[src/rtl/segmented_adder_seq.sv]
// Sequential W-bit adder: one D_WIDTH-bit CLA reused for N_SEG segments, LSB first.
// Ports: clk_i, rst_n_i, in_a_i/in_b_i/in_c_i + in_valid_i/in_ready_o, out_s_o/out_c_o + out_valid_o/out_ready_i, busy_o.
// Option: define SEGMENTED_ADDER_SEQ_SUB_EN to add sub_i (a - b when high; out_c_o is then not-borrow).
package math_pkg;
  function automatic int clog2_min1(input int n);
    return (n <= 1) ? 1 : $clog2(n);
  endfunction
endpackage

module segmented_adder_seq_cla #(
  parameter int D_WIDTH = 16
) (
  input  logic [D_WIDTH-1:0] a,
  input  logic [D_WIDTH-1:0] b,
  input  logic               ci,
  output logic [D_WIDTH-1:0] s,
  output logic               co
);
  logic [D_WIDTH-1:0] g;
  logic [D_WIDTH-1:0] p;
  logic [D_WIDTH:0]   cy;

  assign g = a & b;
  assign p = a ^ b;

  // Each carry is a flat sum of generate/propagate products.
  always_comb begin
    logic term;
    logic prod;
    cy    = '0;
    cy[0] = ci;
    term  = 1'b0;
    prod  = 1'b0;
    for (int i = 0; i < D_WIDTH; i++) begin
      prod = ci;
      for (int k = 0; k <= i; k++) prod = prod & p[k];
      term = prod;
      for (int j = 0; j <= i; j++) begin
        prod = g[j];
        for (int k = j + 1; k <= i; k++) prod = prod & p[k];
        term = term | prod;
      end
      cy[i+1] = term;
    end
  end

  assign s  = p ^ cy[D_WIDTH-1:0];
  assign co = cy[D_WIDTH];
endmodule

module segmented_adder_seq
  import math_pkg::*;
#(
  parameter int D_WIDTH = 16,
  parameter int N_SEG   = 4
) (
  input  logic                     clk_i,
  input  logic                     rst_n_i,
  input  logic [D_WIDTH*N_SEG-1:0] in_a_i,
  input  logic [D_WIDTH*N_SEG-1:0] in_b_i,
  input  logic                     in_c_i,
`ifdef SEGMENTED_ADDER_SEQ_SUB_EN
  input  logic                     sub_i,
`endif
  input  logic                     in_valid_i,
  output logic                     in_ready_o,
  output logic [D_WIDTH*N_SEG-1:0] out_s_o,
  output logic                     out_c_o,
  output logic                     out_valid_o,
  input  logic                     out_ready_i,
  output logic                     busy_o
);
  localparam int W  = D_WIDTH * N_SEG;
  localparam int CW = clog2_min1(N_SEG);
  localparam logic [CW-1:0] LAST = CW'(N_SEG - 1);

  typedef enum logic [1:0] {
    IDLE,
    CALC,
    DONE
  } state_t;

  state_t            state_q;
  logic [W-1:0]      a_q;
  logic [W-1:0]      b_q;
  logic              cy_q;
  logic [CW-1:0]     cnt_q;
  logic [D_WIDTH-1:0] seg_a;
  logic [D_WIDTH-1:0] seg_b;
  logic [D_WIDTH-1:0] seg_s;
  logic              seg_co;
  logic [W-1:0]      b_in;
  logic              c_in;

`ifdef SEGMENTED_ADDER_SEQ_SUB_EN
  // Subtract as a + ~b + 1, so the carry-out is the not-borrow.
  assign b_in = sub_i ? ~in_b_i : in_b_i;
  assign c_in = sub_i ? 1'b1 : in_c_i;
`else
  assign b_in = in_b_i;
  assign c_in = in_c_i;
`endif

  assign seg_a = a_q[int'(cnt_q)*D_WIDTH +: D_WIDTH];
  assign seg_b = b_q[int'(cnt_q)*D_WIDTH +: D_WIDTH];

  segmented_adder_seq_cla #(
    .D_WIDTH(D_WIDTH)
  ) u_cla (
    .a (seg_a),
    .b (seg_b),
    .ci(cy_q),
    .s (seg_s),
    .co(seg_co)
  );

  assign in_ready_o = (state_q == IDLE);
  assign busy_o     = (state_q != IDLE);

  always_ff @(posedge clk_i or negedge rst_n_i) begin
    if (!rst_n_i) begin
      state_q     <= IDLE;
      a_q         <= '0;
      b_q         <= '0;
      cy_q        <= 1'b0;
      cnt_q       <= '0;
      out_s_o     <= '0;
      out_c_o     <= 1'b0;
      out_valid_o <= 1'b0;
    end else begin
      unique case (state_q)
        IDLE: begin
          if (in_valid_i) begin
            a_q     <= in_a_i;
            b_q     <= b_in;
            cy_q    <= c_in;
            cnt_q   <= '0;
            out_s_o <= '0;
            state_q <= CALC;
          end
        end
        CALC: begin
          out_s_o[int'(cnt_q)*D_WIDTH +: D_WIDTH] <= seg_s;
          cy_q  <= seg_co;
          cnt_q <= cnt_q + CW'(1);
          if (cnt_q == LAST) begin
            out_c_o     <= seg_co;
            out_valid_o <= 1'b1;
            state_q     <= DONE;
          end
        end
        DONE: begin
          if (out_ready_i) begin
            out_valid_o <= 1'b0;
            state_q     <= IDLE;
          end
        end
        default: state_q <= IDLE;
      endcase
    end
  end
endmodule

[config.mk]
export PLATFORM = sky130hd
export DESIGN_NAME = segmented_adder_seq
export DESIGN_NICKNAME = d
export VERILOG_FILES = /design/src/rtl/segmented_adder_seq.sv
export SDC_FILE = /design/constraint.sdc
export NUM_CORES = 1
export LEC_CHECK = 0
export CORE_MARGIN = 2
export CORE_UTILIZATION = 51
export DETAILED_ROUTE_END_ITERATION = 10
export PLACE_DENSITY = 0.89
export SYNTH_ARGS = -nofsm -noshare
export SYNTH_HDL_FRONTEND = slang
export SYNTH_SLANG_ARGS = --single-unit
[constraint.sdc]
create_clock -name clk_i -period 3.7 [get_ports clk_i]
set_clock_uncertainty 0.2 [all_clocks]
set_input_delay 0.555 -clock clk_i [delete_from_list [all_inputs] [get_ports clk_i]]
set_output_delay 0.555 -clock clk_i [all_outputs]
set_load 0.005 [all_outputs]
==> flow_summary.json <==
{
  "rsz0062_at_grt": "no",
  "grt_overflow": 0,
  "relSlewSlack_pct": 40.1,
  "cts_setup_buffers": 0,
  "cts_buffers": 17,
  "cp_top_family": "compound AO/OA/AOI/OAI gates",
  "synth_cell_type_count": 54,
  "avgSynthCellArea_sq_um": 10.5,
  "crit_type": "flop to flop",
  "synth_compound_gate_area_share_pct": 10.2,
  "synth_ff_type": "dfrtp_1",
  "die_area_sq_um": 18600,
  "synth-edff-count": 0,
  "synth_xor_area_share_pct": 1.24,
  "wl_met2_mm": 11.8,
  "worst_pin_slew_ns": 0.898,
  "numClockSinks": 199,
  "grt_pass1_vias": 7184,
  "initial_utilization_pct": 52.0,
  "max_stage_delay_ns": 0.59,
  "clockBufferDepth": 2,
  "grt_max_degree": 102,
  "grt_first_pass_wirelength_mm": 37.9,
  "pwr-share-clk_pct": 14.9,
  "p_int_mw": 6.82,
  "final_antenna_net_count": 0,
  "slowest_stage": "dfrtp_2",
  "total_power_mw": 11.8,
  "core_sq_um": 17200,
  "wl_met1_mm": 9.62,
  "synth.ff_latch_count": 199,
  "io_buffers": 200,
  "power.leakage_nw": 5.64,
  "fp-row-count": 48,
  "async_flop_share_pct": 100,
  "synthSimpleGateAreaFrac_pct": 18.9,
  "fmax_mhz": 291,
  "combinationalPowerShare_pct": 52.6,
  "pin_count": 201,
  "cts.clk_slew.worst_paths_ns": 0.07,
  "tns_ns": 0,
  "viasPerCell": 5.54,
  "drive_above_1_share_pct": 10.4,
  "wl_per_cell_microns": 18.6,
  "synth-warning-count": 0,
  "syn_nets": 1007,
  "antenna_cells": 0,
  "startpoint_type": "flop",
  "cp_max_fo": 14,
  "drt_wl_total_mm": 23.7,
  "rr_worst_depth": 9,
  "fillers": 1217,
  "synth_mux_area_share_pct": 8.15,
  "finalCritPeriodShare_pct": 92.8,
  "finalSetupViolCount": 0,
  "drc_errors": 0,
  "crit_required_ns": 3.87,
  "cts_resized": 0,
  "end_kind": "flop",
  "dp_hpwl_mm": 17.2,
  "synth_top_family_by_area": "simple AND/OR/NAND/NOR gates",
  "timing.rr.end": "out_s_o[29]$_DFFE_PN0P_",
  "clock_latency_ns": 0.45,
  "dr.pass1.iters": 5,
  "maxCapViolCount": 0,
  "die_h_microns": 137,
  "die_w_microns": 137,
  "syn2layout_area_growth_pct": 31.0,
  "power_density_nw_per_um2": 1010,
  "vias": 7069,
  "layout_common_cells": "nand2_1, clkdlybuf4s50_1, dfrtp_1",
  "cts_tree": "yes",
  "hold_viol": 6,
  "rrSetupSlack_ns": 0.26,
  "wl_met3_mm": 1.39,
  "syn_inst": 852,
  "gp_congestion": 0.879,
  "final_common_cell": "nand2_1",
  "seqPwrFrac_pct": 32.5,
  "maxSlewViolCount": 0,
  "min_period_ns": 3.44,
  "ff_latch_area_sq_um": 4980,
  "critPathBufInv": 1,
  "peakVddDrop_uv": 555,
  "p_sw_share_pct": 42.4,
  "grt_usage_pct": 27.0,
  "synth_fa_ha_area_share_pct": 3.16,
  "netlist_area_sq_um": 8960,
  "ys_seq_area_share_pct": 55.6,
  "power.switching_mw": 5.01,
  "root_buffer": "clkbuf_16",
  "nets": 1193,
  "top_layer": "met4",
  "multi_input_area_sq_um": 3750,
  "cts.htree.levels": 4,
  "r2r_start": "cnt_q[0]$_DFFE_PN0P_",
  "worstPathArrival_ns": 3.60,
  "dr.first_iter.drc_count": 604,
  "cts_hold_buf": 0,
  "antenna_found_initial": 0,
  "holdWs_ns": -0.0124,
  "hp-class": "primary input to async pin",
  "cp_cell_sequence": "buf_4 -> mux4_2 -> ha_1 -> nand4_1 -> o221ai_2 -> nor3_1 -> a21oi_2 -> xor2_2 -> a22o_1",
  "violations": "negative hold slack",
  "status": "complete, but fails checks"
}
## worst max-delay path by stage
stage                         start                       to  slack (ns)  depth (start not counted)
2_1_floorplan  cnt_q[0]$_DFFE_PN0P_  out_s_o[44]$_DFFE_PN0P_        0.34                         11
3_3_place_gp   cnt_q[0]$_DFFE_PN0P_  out_s_o[11]$_DFFE_PN0P_        0.41                          9
3_5_place_dp   cnt_q[0]$_DFFE_PN0P_  out_s_o[29]$_DFFE_PN0P_        0.28                          9
4_1_cts        cnt_q[0]$_DFFE_PN0P_  out_s_o[29]$_DFFE_PN0P_        0.24                          9
5_1_grt        cnt_q[0]$_DFFE_PN0P_  out_s_o[11]$_DFFE_PN0P_        0.10                          9
6_report       cnt_q[0]$_DFFE_PN0P_  out_s_o[29]$_DFFE_PN0P_        0.26                          9
## cell type report
| type | count | share of cell area, % |
|---|---|---|
| multi-input combinational | 599 | 31.9 |
| clock inverter | 10 | 0.821 |
| sequential | 199 | 42.4 |
| clock buffer | 22 | 3.87 |
| timing repair buffer | 214 | 18.3 |
| inverter | 7 | 0.224 |
| tap | 225 | 2.40 |
## registers in the layout (all words and copies together) (netlist names)
name,count
out_c_o,1
cnt_q,2
state_q,2
cy_q,1
out_valid_o,1
a_q,64
b_q,64
out_s_o,64
## cell families after synthesis
logic type	count (synthesis)
xor+xnor	11
buf+inv	54
simple gates	426
fa+ha+maj	22
compound gates	107
flops	199
mux	33
## power by group through the flow
| stage | Clock, mW | Sequential, mW | Combinational [mW] |
|---|---|---|---|
| 3_3_place_gp | 0 | 3.80 | 5.93 |
| 4_1_cts | 1.78 | 3.83 | 6.23 |
| 3_5_place_dp | 0 | 3.85 | 6.17 |
| 2_1_floorplan | 0 | 3.59 | 4.25 |
| 5_1_grt | 1.88 | 3.94 | 6.81 |
| 6_report | 1.76 | 3.84 | 6.23 |
## routing by layer
layer  track usage (%)  up-vias
met1              35.1     3488
met4              13.3        0
met2              44.0      276
met3              4.81       55
li1                  -     3250
met5                 0        -
## worst register-to-register path: cells and delay by family, from the launching register on
family | cells | cell delay (ns)
flip-flops | 1 | 0.59
AO/OA/AOI/OAI | 3 | 0.66
AND/OR/NAND/NOR | 2 | 0.30
XOR/XNOR | 1 | 0.24
multiplexers | 1 | 0.58
buffers and inverters | 1 | 0.33
adder cells (fa/ha/maj) | 1 | 0.45
## synthesized netlist by cell type (all sizes together) (2+ instances only)
cell    number  area, sq um
a21o         4         30.0
a21oi       16          106
a22o        60          526
a22oi        2         20.0
a32o         3         30.0
buf         27          141
clkbuf      20         75.1
dfrtp      199         4980
ha          21          263
inv          7         26.3
mux4        32          721
nand2      398         1500
nand2b       2         12.5
nand4        2         12.5
nor2         9         36.3
nor3         3         20.0
nor4         3         55.1
o211ai       3         37.5
o21ai        9         60.1
o31ai        2         15.0
or2          2         12.5
xnor2        4         35.0
xor2         7         76.3
## metrics by stage
step | std cells | worst slack [ns] | instance area (sq um) | util [%] | hold WS [ns]
after floorplan | 852 | 0.342 | 8960 | - | 0.0594
after detailed placement | 1244 | 0.276 | 11200 | 64.9 | 0.258
after global routing | 1276 | 0.103 | 11700 | 68.1 | 0.0510
after global placement | 1244 | 0.407 | 11200 | 64.9 | 0.253
final | 1276 | 0.265 | 11700 | 68.1 | -0.0124
after CTS | 1276 | 0.241 | 11700 | 68.1 | 0.0433
No activity file was read; power rests on OpenSTA's default activity.
